`src/rtl/div_pkg.sv`:
```
// Shared types and constants for the multi-cycle restoring divider.
package div_pkg;

    typedef enum logic [1:0] {
        IDLE,
        DIVIDE,
        FIXUP,
        DONE
    } div_state_t;

    // Sliced down to DATA_WIDTH by the divider; wide enough for any practical width.
    localparam logic [63:0] DIV_ZERO_QUOTIENT = '1;

    function automatic int cnt_width(input int n);
        return (n < 2) ? 1 : $clog2(n);
    endfunction

endpackage

```
`src/rtl/div_step.sv`:
```
// One combinational restoring-division stage: shift in a dividend bit, trial-subtract.
module div_step #(
    parameter int DW = 32
) (
    input  logic [DW-1:0] rem,
    input  logic          dbit,
    input  logic [DW-1:0] divisor,
    output logic [DW-1:0] next_rem,
    output logic          qbit
);

    logic [DW:0]   partial;
    logic [DW-1:0] diff;

    // The running remainder is always below the divisor, so the kept difference fits DW bits.
    always_comb begin
        partial  = {rem, dbit};
        qbit     = (partial >= {1'b0, divisor});
        diff     = partial[DW-1:0] - divisor;
        next_rem = qbit ? diff : partial[DW-1:0];
    end

endmodule

```
`src/rtl/divide.sv`:
```
// Multi-cycle restoring divider, 2*DATA_WIDTH / DATA_WIDTH, one quotient bit per clock.
// Define DIV_SIGNED_EN for two's-complement operands (adds a FIXUP cycle).
module divide
    import div_pkg::*;
#(
    parameter int DATA_WIDTH = 32
) (
    input  logic                    clock,
    input  logic                    reset,
    input  logic                    start,
    input  logic [2*DATA_WIDTH-1:0] dividend,
    input  logic [DATA_WIDTH-1:0]   divisor,
    output logic [DATA_WIDTH-1:0]   quotient,
    output logic [DATA_WIDTH-1:0]   remainder,
    output logic                    div_zero,
    output logic                    overflow,
    output logic                    busy,
    output logic                    complete
);

    localparam int DW = DATA_WIDTH;
    localparam int CW = cnt_width(DW);

    div_state_t    state, state_next;
    logic [CW-1:0] count;
    logic [DW-1:0] rem_r;
    logic [DW-1:0] shift_r;      // low dividend bits shift out, quotient bits shift in
    logic [DW-1:0] divisor_r;

    logic [2*DW-1:0] dvd_mag;
    logic [DW-1:0]   dvs_mag;
    logic            is_zero;
    logic            is_ovf;
    logic [DW-1:0]   step_rem;
    logic            step_q;

`ifdef DIV_SIGNED_EN
    logic neg_q;
    logic neg_r;
`endif

    always_comb begin
`ifdef DIV_SIGNED_EN
        dvd_mag = dividend[2*DW-1] ? -dividend : dividend;
        dvs_mag = divisor[DW-1] ? -divisor : divisor;
`else
        dvd_mag = dividend;
        dvs_mag = divisor;
`endif
        is_zero = (divisor == '0);
        // Upper half not below the divisor means the quotient needs more than DW bits.
        is_ovf  = (dvd_mag[2*DW-1:DW] >= dvs_mag);
    end

    div_step #(.DW(DW)) u_step (
        .rem     (rem_r),
        .dbit    (shift_r[DW-1]),
        .divisor (divisor_r),
        .next_rem(step_rem),
        .qbit    (step_q)
    );

    // NOTE: every always_comb output gets a default first so no path can infer a latch.
    always_comb begin
        state_next = state;
        case (state)
            IDLE: begin
                if (start) state_next = (is_zero || is_ovf) ? DONE : DIVIDE;
            end
            DIVIDE: begin
                if (count == '0) begin
`ifdef DIV_SIGNED_EN
                    state_next = FIXUP;
`else
                    state_next = DONE;
`endif
                end
            end
            FIXUP:   state_next = DONE;
            DONE:    state_next = IDLE;
            default: state_next = IDLE;
        endcase
        busy     = (state != IDLE);
        complete = (state == DONE);
    end

    always_ff @(posedge clock or posedge reset) begin
        if (reset) state <= IDLE;
        else       state <= state_next;
    end

    // NOTE: sequential state uses non-blocking assignments only, so every register samples pre-edge values.
    // NOTE: working registers are reset too, keeping the design free of X after an aborted operation.
    always_ff @(posedge clock or posedge reset) begin
        if (reset) begin
            count     <= '0;
            rem_r     <= '0;
            shift_r   <= '0;
            divisor_r <= '0;
            quotient  <= '0;
            remainder <= '0;
            div_zero  <= 1'b0;
            overflow  <= 1'b0;
`ifdef DIV_SIGNED_EN
            neg_q     <= 1'b0;
            neg_r     <= 1'b0;
`endif
        end else begin
            case (state)
                IDLE: begin
                    if (start) begin
                        count     <= CW'(DW - 1);
                        rem_r     <= dvd_mag[2*DW-1:DW];
                        shift_r   <= dvd_mag[DW-1:0];
                        divisor_r <= dvs_mag;
                        div_zero  <= 1'b0;
                        overflow  <= 1'b0;
`ifdef DIV_SIGNED_EN
                        neg_q     <= dividend[2*DW-1] ^ divisor[DW-1];
                        neg_r     <= dividend[2*DW-1];
`endif
                        if (is_zero) begin
                            div_zero  <= 1'b1;
                            quotient  <= DIV_ZERO_QUOTIENT[DW-1:0];
                            remainder <= dividend[DW-1:0];
                        end else if (is_ovf) begin
                            overflow  <= 1'b1;
                            quotient  <= '0;
                            remainder <= '0;
                        end
                    end
                end
                DIVIDE: begin
                    rem_r   <= step_rem;
                    shift_r <= {shift_r[DW-2:0], step_q};
                    count   <= count - 1'b1;
`ifndef DIV_SIGNED_EN
                    if (count == '0) begin
                        quotient  <= {shift_r[DW-2:0], step_q};
                        remainder <= step_rem;
                    end
`endif
                end
`ifdef DIV_SIGNED_EN
                FIXUP: begin
                    // A magnitude quotient of 2**(DW-1) or more is treated as unrepresentable.
                    if (shift_r[DW-1]) begin
                        overflow  <= 1'b1;
                        quotient  <= '0;
                        remainder <= '0;
                    end else begin
                        quotient  <= neg_q ? -shift_r : shift_r;
                        remainder <= neg_r ? -rem_r : rem_r;
                    end
                end
`endif
                default: ;
            endcase
        end
    end

endmodule
```
`config.mk`:
```
export PLATFORM = sky130hd
export DESIGN_NAME = divide
export DESIGN_NICKNAME = d
export VERILOG_FILES = /design/src/rtl/div_pkg.sv /design/src/rtl/div_step.sv /design/src/rtl/divide.sv
export SDC_FILE = /design/constraint.sdc
export NUM_CORES = 1
export LEC_CHECK = 0
export BUFFER_PORTS_ARGS = -buffer_cell sky130_fd_sc_hd__buf_2
export CORE_MARGIN = 2
export CORE_UTILIZATION = 55
export CTS_CLUSTER_SIZE = 30
export DETAILED_ROUTE_END_ITERATION = 10
export GPL_TIMING_DRIVEN = 1
export PLACE_DENSITY = 0.78
export SLEW_MARGIN = 20
export SYNTH_ARGS = -nofsm -noshare
export SYNTH_HDL_FRONTEND = slang
export SYNTH_HIERARCHICAL = 1
export SYNTH_SLANG_ARGS = --single-unit
```
`constraint.sdc`:
```
create_clock -name clock -period 6.37 [get_ports clock]
set_input_delay 0.3185 -clock clock [delete_from_list [all_inputs] [get_ports clock]]
set_output_delay 0.3185 -clock clock [all_outputs]
set_load 0.01 [all_outputs]
```
Yosys cells after proc, flatten, opt, wreduce, memory -nomap -nowiden

Index checks and enable logic that the tools add are counted.

Output and inout bits: 68
Input bits: 99
Register bits: 169
Logic and storage cells: 52

Magnitude comparators: 2
$add $sub $neg: 2
Eq/ne operators: 6
Muxes and demuxes: 23
Reductions and logical operators: 10

Operators with widths:

| cell                                                                   | number |
|---|---|
| 32-bit two-way mux                                                     | 10 |
| 32-bit case mux with 2 select lines                                    | 4 |
| 33-bit by 32-bit >= comparator with 1-bit output                       | 1 |
| 32-bit >= comparator                                                   | 1 |
| 32-bit logical NOT                                                     | 1 |
| 32-bit subtractor                                                      | 1 |
| 5-bit case mux with 2 select lines                                     | 1 |
| 2-bit case mux with 4 select lines                                     | 1 |
| 2-bit two-way mux                                                      | 3 |
| 2-bit AND reduction                                                    | 3 |
| 5-bit logical NOT                                                      | 1 |
| 5-bit two-way mux                                                      | 1 |
| 5-bit by 1-bit subtractor with 5-bit output (second input constant)    | 1 |
| 2-bit equality test (second input constant)                            | 2 |
| 2-bit != test (second input constant)                                  | 2 |
| 4-bit AND reduction                                                    | 1 |
| 2-bit nonzero test                                                     | 2 |
| 1-bit two-way mux                                                      | 3 |
| 3-bit != test (second input constant)                                  | 1 |
| 2-bit by 1-bit equality test with 1-bit output (second input constant) | 1 |
| 2-bit logical NOT                                                      | 1 |
| 1-bit logical OR                                                       | 1 |

Longest topological paths before layout

Depth in word-level cells: 5
Mapped depth: 17
Depth with buffers taken out: 14

By module

The synthesis kept the hierarchy.

By module, submodules not included:

| module   | area an instance (um^2) | cells each | sequential area each (um^2) | times used |
|---|---|---|---|---|
| divide   | 8,558.2                 | 859        | 4,229.1                     | 1 |
| div_step | 2,331.0                 | 323        | 0.0                         | 1 |

Worst setup path before layout

No wires, ideal clock.

Kind: register -> register
Start point: register rem_r[6]
End point: register remainder[22]
Arrival: 3,223 ps
Data required time: 6,245 ps
Path buffers: 2
Clock period less this slack: 3,348 ps
Setup slack: 3,022 ps
Stages on the path, launching flop included: 15
Library setup time: 125 ps
Cells stage by stage: dfrtp_1 -> ha_1 -> a21oi_2 -> a211oi_1 -> or3_4 -> nor4b_4 -> o21ai_2 -> a31oi_4 -> o21a_4 -> inv_2 -> buf_6 -> buf_12 -> mux2_4 -> a22o_1 -> mux2_4

Longest elaborated chain between the ends: 4
Elaborated cells between the ends (all ways): 5
Classes of those cells: 1 x add/sub; 1 x order compare; 3 x mux

RTL lines:

| element                                          | line           | RTL |
|---|---|---|
| start: declaration                               | divide.sv:26   | `logic [DW-1:0] rem_r;` |
| start signal: assignment                         | divide.sv:113  | `rem_r <= dvd_mag[2*DW-1:DW];` |
| start signal: assignment                         | divide.sv:134  | `rem_r <= step_rem;` |
| 33-bit by 32-bit >= comparator with 1-bit output | div_step.sv:18 | `qbit = (partial >= {1'b0, divisor});` |
| named net step_q                                 | divide.sv:35   | `logic step_q;` |
| 32-bit two-way mux                               | div_step.sv:20 | `next_rem = qbit ? diff : partial[DW-1:0];` |
| named net step_rem[22]                           | divide.sv:34   | `logic [DW-1:0] step_rem;` |
| 32-bit two-way mux                               | divide.sv:138  | `if (count == '0) begin` |
| 32-bit case mux with 2 select lines              | divide.sv:109  | `case (state)` |
| end signal: assignment                           | divide.sv:125  | `remainder <= dividend[DW-1:0];` |
| end signal: assignment                           | divide.sv:140  | `remainder <= step_rem;` |
| end: declaration                                 | divide.sv:14   | `output logic [DATA_WIDTH-1:0] remainder,` |

The timed path passes the listed nets, and every way through them passes these cells. The select of a mux whose other input is x is not followed.
A chain may end at the register's enable or synchronous reset.

Worst setup path in the final report

Start point: register rem_r[9]
End point: register remainder[10]

The elaborated chain is that of the path after synthesis.

==> results.cfg <==
[status]
status = finished clean

[setup_path]
worstPathCellList = ha_1 -> nand4_1 -> nor3_1 -> o211ai_1 -> nor4b_4 -> o21ai_2 -> a31oi_4 -> o21a_4 -> inv_2 -> mux2_2 -> nand2_1 -> o21ai_0 -> mux2_4
end_kind = flop
cp.required_ns = 6.68
startpoint_type = flop
rr_worst_depth = 13
r2r-end = remainder[10]$_DFFE_PP0P_
r2r-start = rem_r[9]$_DFFE_PP0P_
crit_fanout = 29
arrival_ns = 4.28
crit_path_max_incr_delay_ns = 0.57
crit_type = flop to flop
cp_slowest_cell = inv_2
reg2reg_setup_slack_ns = 2.39

[yosys]
synth_top_area_share_pct = 38.8
synthArstFlopShare_pct = 100
ys_top_cells_by_area = dfrtp_1 39%, mux2_4 9.5%, ha_1 8.0%, nand2_1 7.5%, o21ai_0 4.9%
ys_seq_area_share_pct = 38.8
synth.avg_cell_area_um2 = 9.21
synthTopCellsByCount = 219 x nand2_1, 169 x dfrtp_1, 107 x o21ai_0
synth.largest_area_cell = dfrtp_1
yosysMostFrequentCell = nand2_1
synth-edff-count = 0
syn_area_mm2 = 0.0109
synth_flop_cell = dfrtp_1
synth_fp_nets = 1352
synth_cells = 1182
netlist-cell-type-count = 66
ys_ff_latch = 169
yosys_warnings = 6

[floorplanning]
core_area_mm2 = 0.0195
initial_core_util_pct = 55.9
die_x_um = 145
fp.dieArea_mm2 = 0.0209
rows = 51
io-pin-count = 167
fp.dieH_um = 145

[global_route]
track_usage_pct = 29.3
grt_overflow = 0
grt_max_degree = 102
antenna_found_initial = 0
grt_pass1_vias = 8938
grt_pass1_wl_um = 47000

[routing]
via_count = 9252
firstDrtPassIters = 7
drt-total-wl_um = 29800
detail_route.vias_per_cell = 5.82
drtAntennaViolNets = 0
first_iter_violations = 611
drc = 0
post_drt_wl_per_cell_um = 18.8

[timing]
hold_violations = 0
worst_hold_slack_ns = 0.0889
fin_crit_sh_pct = 62.4
rsz0062_at_grt = no
maxSlewViolCount = 0
period_needed_ns = 3.98
max-slew-margin-rel_pct = 30.8
skew_ns = 0.00991
setup_violations = 0
fmax_mhz = 251
tns_ns = 0
worst_slew_pin_slew_ns = 1.04

[cts]
clk_latency_ns = 0.43
cts_tree = built
clock-sinks = 169
cts_resized = 0
numCtsBuffers = 17
clk_pin_slew_ns = 0.07
cts_hold_buf = 0
post_cts_buffers = 0
root_buffer = clkbuf_16
h-tree-depth = 4
clk_path_buf_depth = 2

[min_path]
holdCritPathClass = input pin to async pin

[final_layout]
layout-drive-gt1-share_pct = 24.9
syn2layout_area_growth_pct = 14.2
nFillCells = 1647
design_area_mm2 = 0.0124
seq_area_mm2 = 0.00423
final_core_util_pct = 63.9
multi_input_comb_area_mm2 = 0.00609
n_antenna_cell = 0
nets = 1483

[power]
power_leakage_nw = 6.26
vdd_drop_max_v = 0.000461
power_mw = 8.03
powerDensity_mw_per_mm2 = 646

[run]
cap_violations = 0

[placement]
gp_congestion = 0.941
place_area_mm2 = 0.0118
dp_hpwl_um = 22300
io_buffer_count = 166
[cell type report]
cell class,instances,share of cell area [%]
flip-flops and latches,169,34.0
clock inverters,14,1.19
well taps,265,2.67
multi-input cells,870,49.0
repair buffers,175,7.23
clock buffers,18,3.45
inverters,80,2.46
[how the worst max path moves through the flow]
stage | from | to | slack (ns) | cells after the start
finish | rem_r[9]$_DFFE_PP0P_ | remainder[10]$_DFFE_PP0P_ | 2.39 | 13
global route | divisor_r[10]$_DFFE_PP0P_ | remainder[10]$_DFFE_PP0P_ | 2.18 | 14
CTS | rem_r[9]$_DFFE_PP0P_ | remainder[10]$_DFFE_PP0P_ | 2.47 | 13
detailed placement | rem_r[9]$_DFFE_PP0P_ | remainder[10]$_DFFE_PP0P_ | 2.49 | 13
global placement | rem_r[9]$_DFFE_PP0P_ | remainder[18]$_DFFE_PP0P_ | 2.71 | 13
floorplan | reset | count[0]$_DFFE_PP0P_ | 1.48 | 1
[state kept, by name (all words and copies together), names as in the netlist, 2 cells and up]
signal,cells
shift_r,32
remainder,32
count,5
divisor_r,32
state,2
rem_r,32
quotient,32
[layout by cell type, fill, tap and decap left out, types with 13 or more instances in the layout]
cell type  synthesis  routed
o22ai_1           40      40
a21oi_1           46      46
buf_2              2     166
dfrtp_1          169     169
a21boi_0          35      35
nand4_1           13      13
xnor2_1           20      20
mux2_2            34      34
ha_1              70      69
inv_1             79      78
mux2_4            69      69
clkbuf_16          0      17
nor2_1            75      75
nand2_1          219     217
o21ai_0          107     106
[kinds of logic after synthesis]
logic type | synth area share [%]
simple gates | 14.1
xor+xnor | 2.33
buf+inv | 5.58
flops | 38.8
fa+ha+maj | 8.23
compound gates | 17.5
mux | 13.4
[report_power, final]
| group | switching, mW | internal (mW) | total, mW |
|---|---|---|---|
| registers | 0.311 | 1.52 | 1.83 |
| clock network | 0.475 | 0.556 | 1.03 |
| logic | 2.89 | 2.28 | 5.17 |
[metrics by stage]
stage / setup slack [ns] / std cells
after detailed placement: 2.49 / 1559
after CTS: 2.47 / 1591
after global routing: 2.18 / 1591
after global placement: 2.71 / 1559
final: 2.39 / 1591
after floorplan: 1.48 / 1182
[per-layer routing]
metal | GRT usage (%) | part of all wire [%] | routed length, µm | up-vias
met5 | 0 | 0 | 0 | -
met4 | 14.4 | 4.7 | 1400 | 0
met3 | 3.46 | 5.2 | 1570 | 63
met2 | 48.3 | 47 | 14100 | 340
met1 | 38.5 | 43 | 12700 | 4467
li1 | - | - | - | 4382
[critical path, delay by kind of cell, from the launching register on]
kind	cells	cell delay (ns)
DFF	1	0.40
AOI/OAI and AO/OA	5	0.84
and+or+nand+nor	4	0.87
adders and majority gates	1	0.43
buffers and inverters	1	0.57
muxes	2	0.73
(Power assumes the default switching activity.)
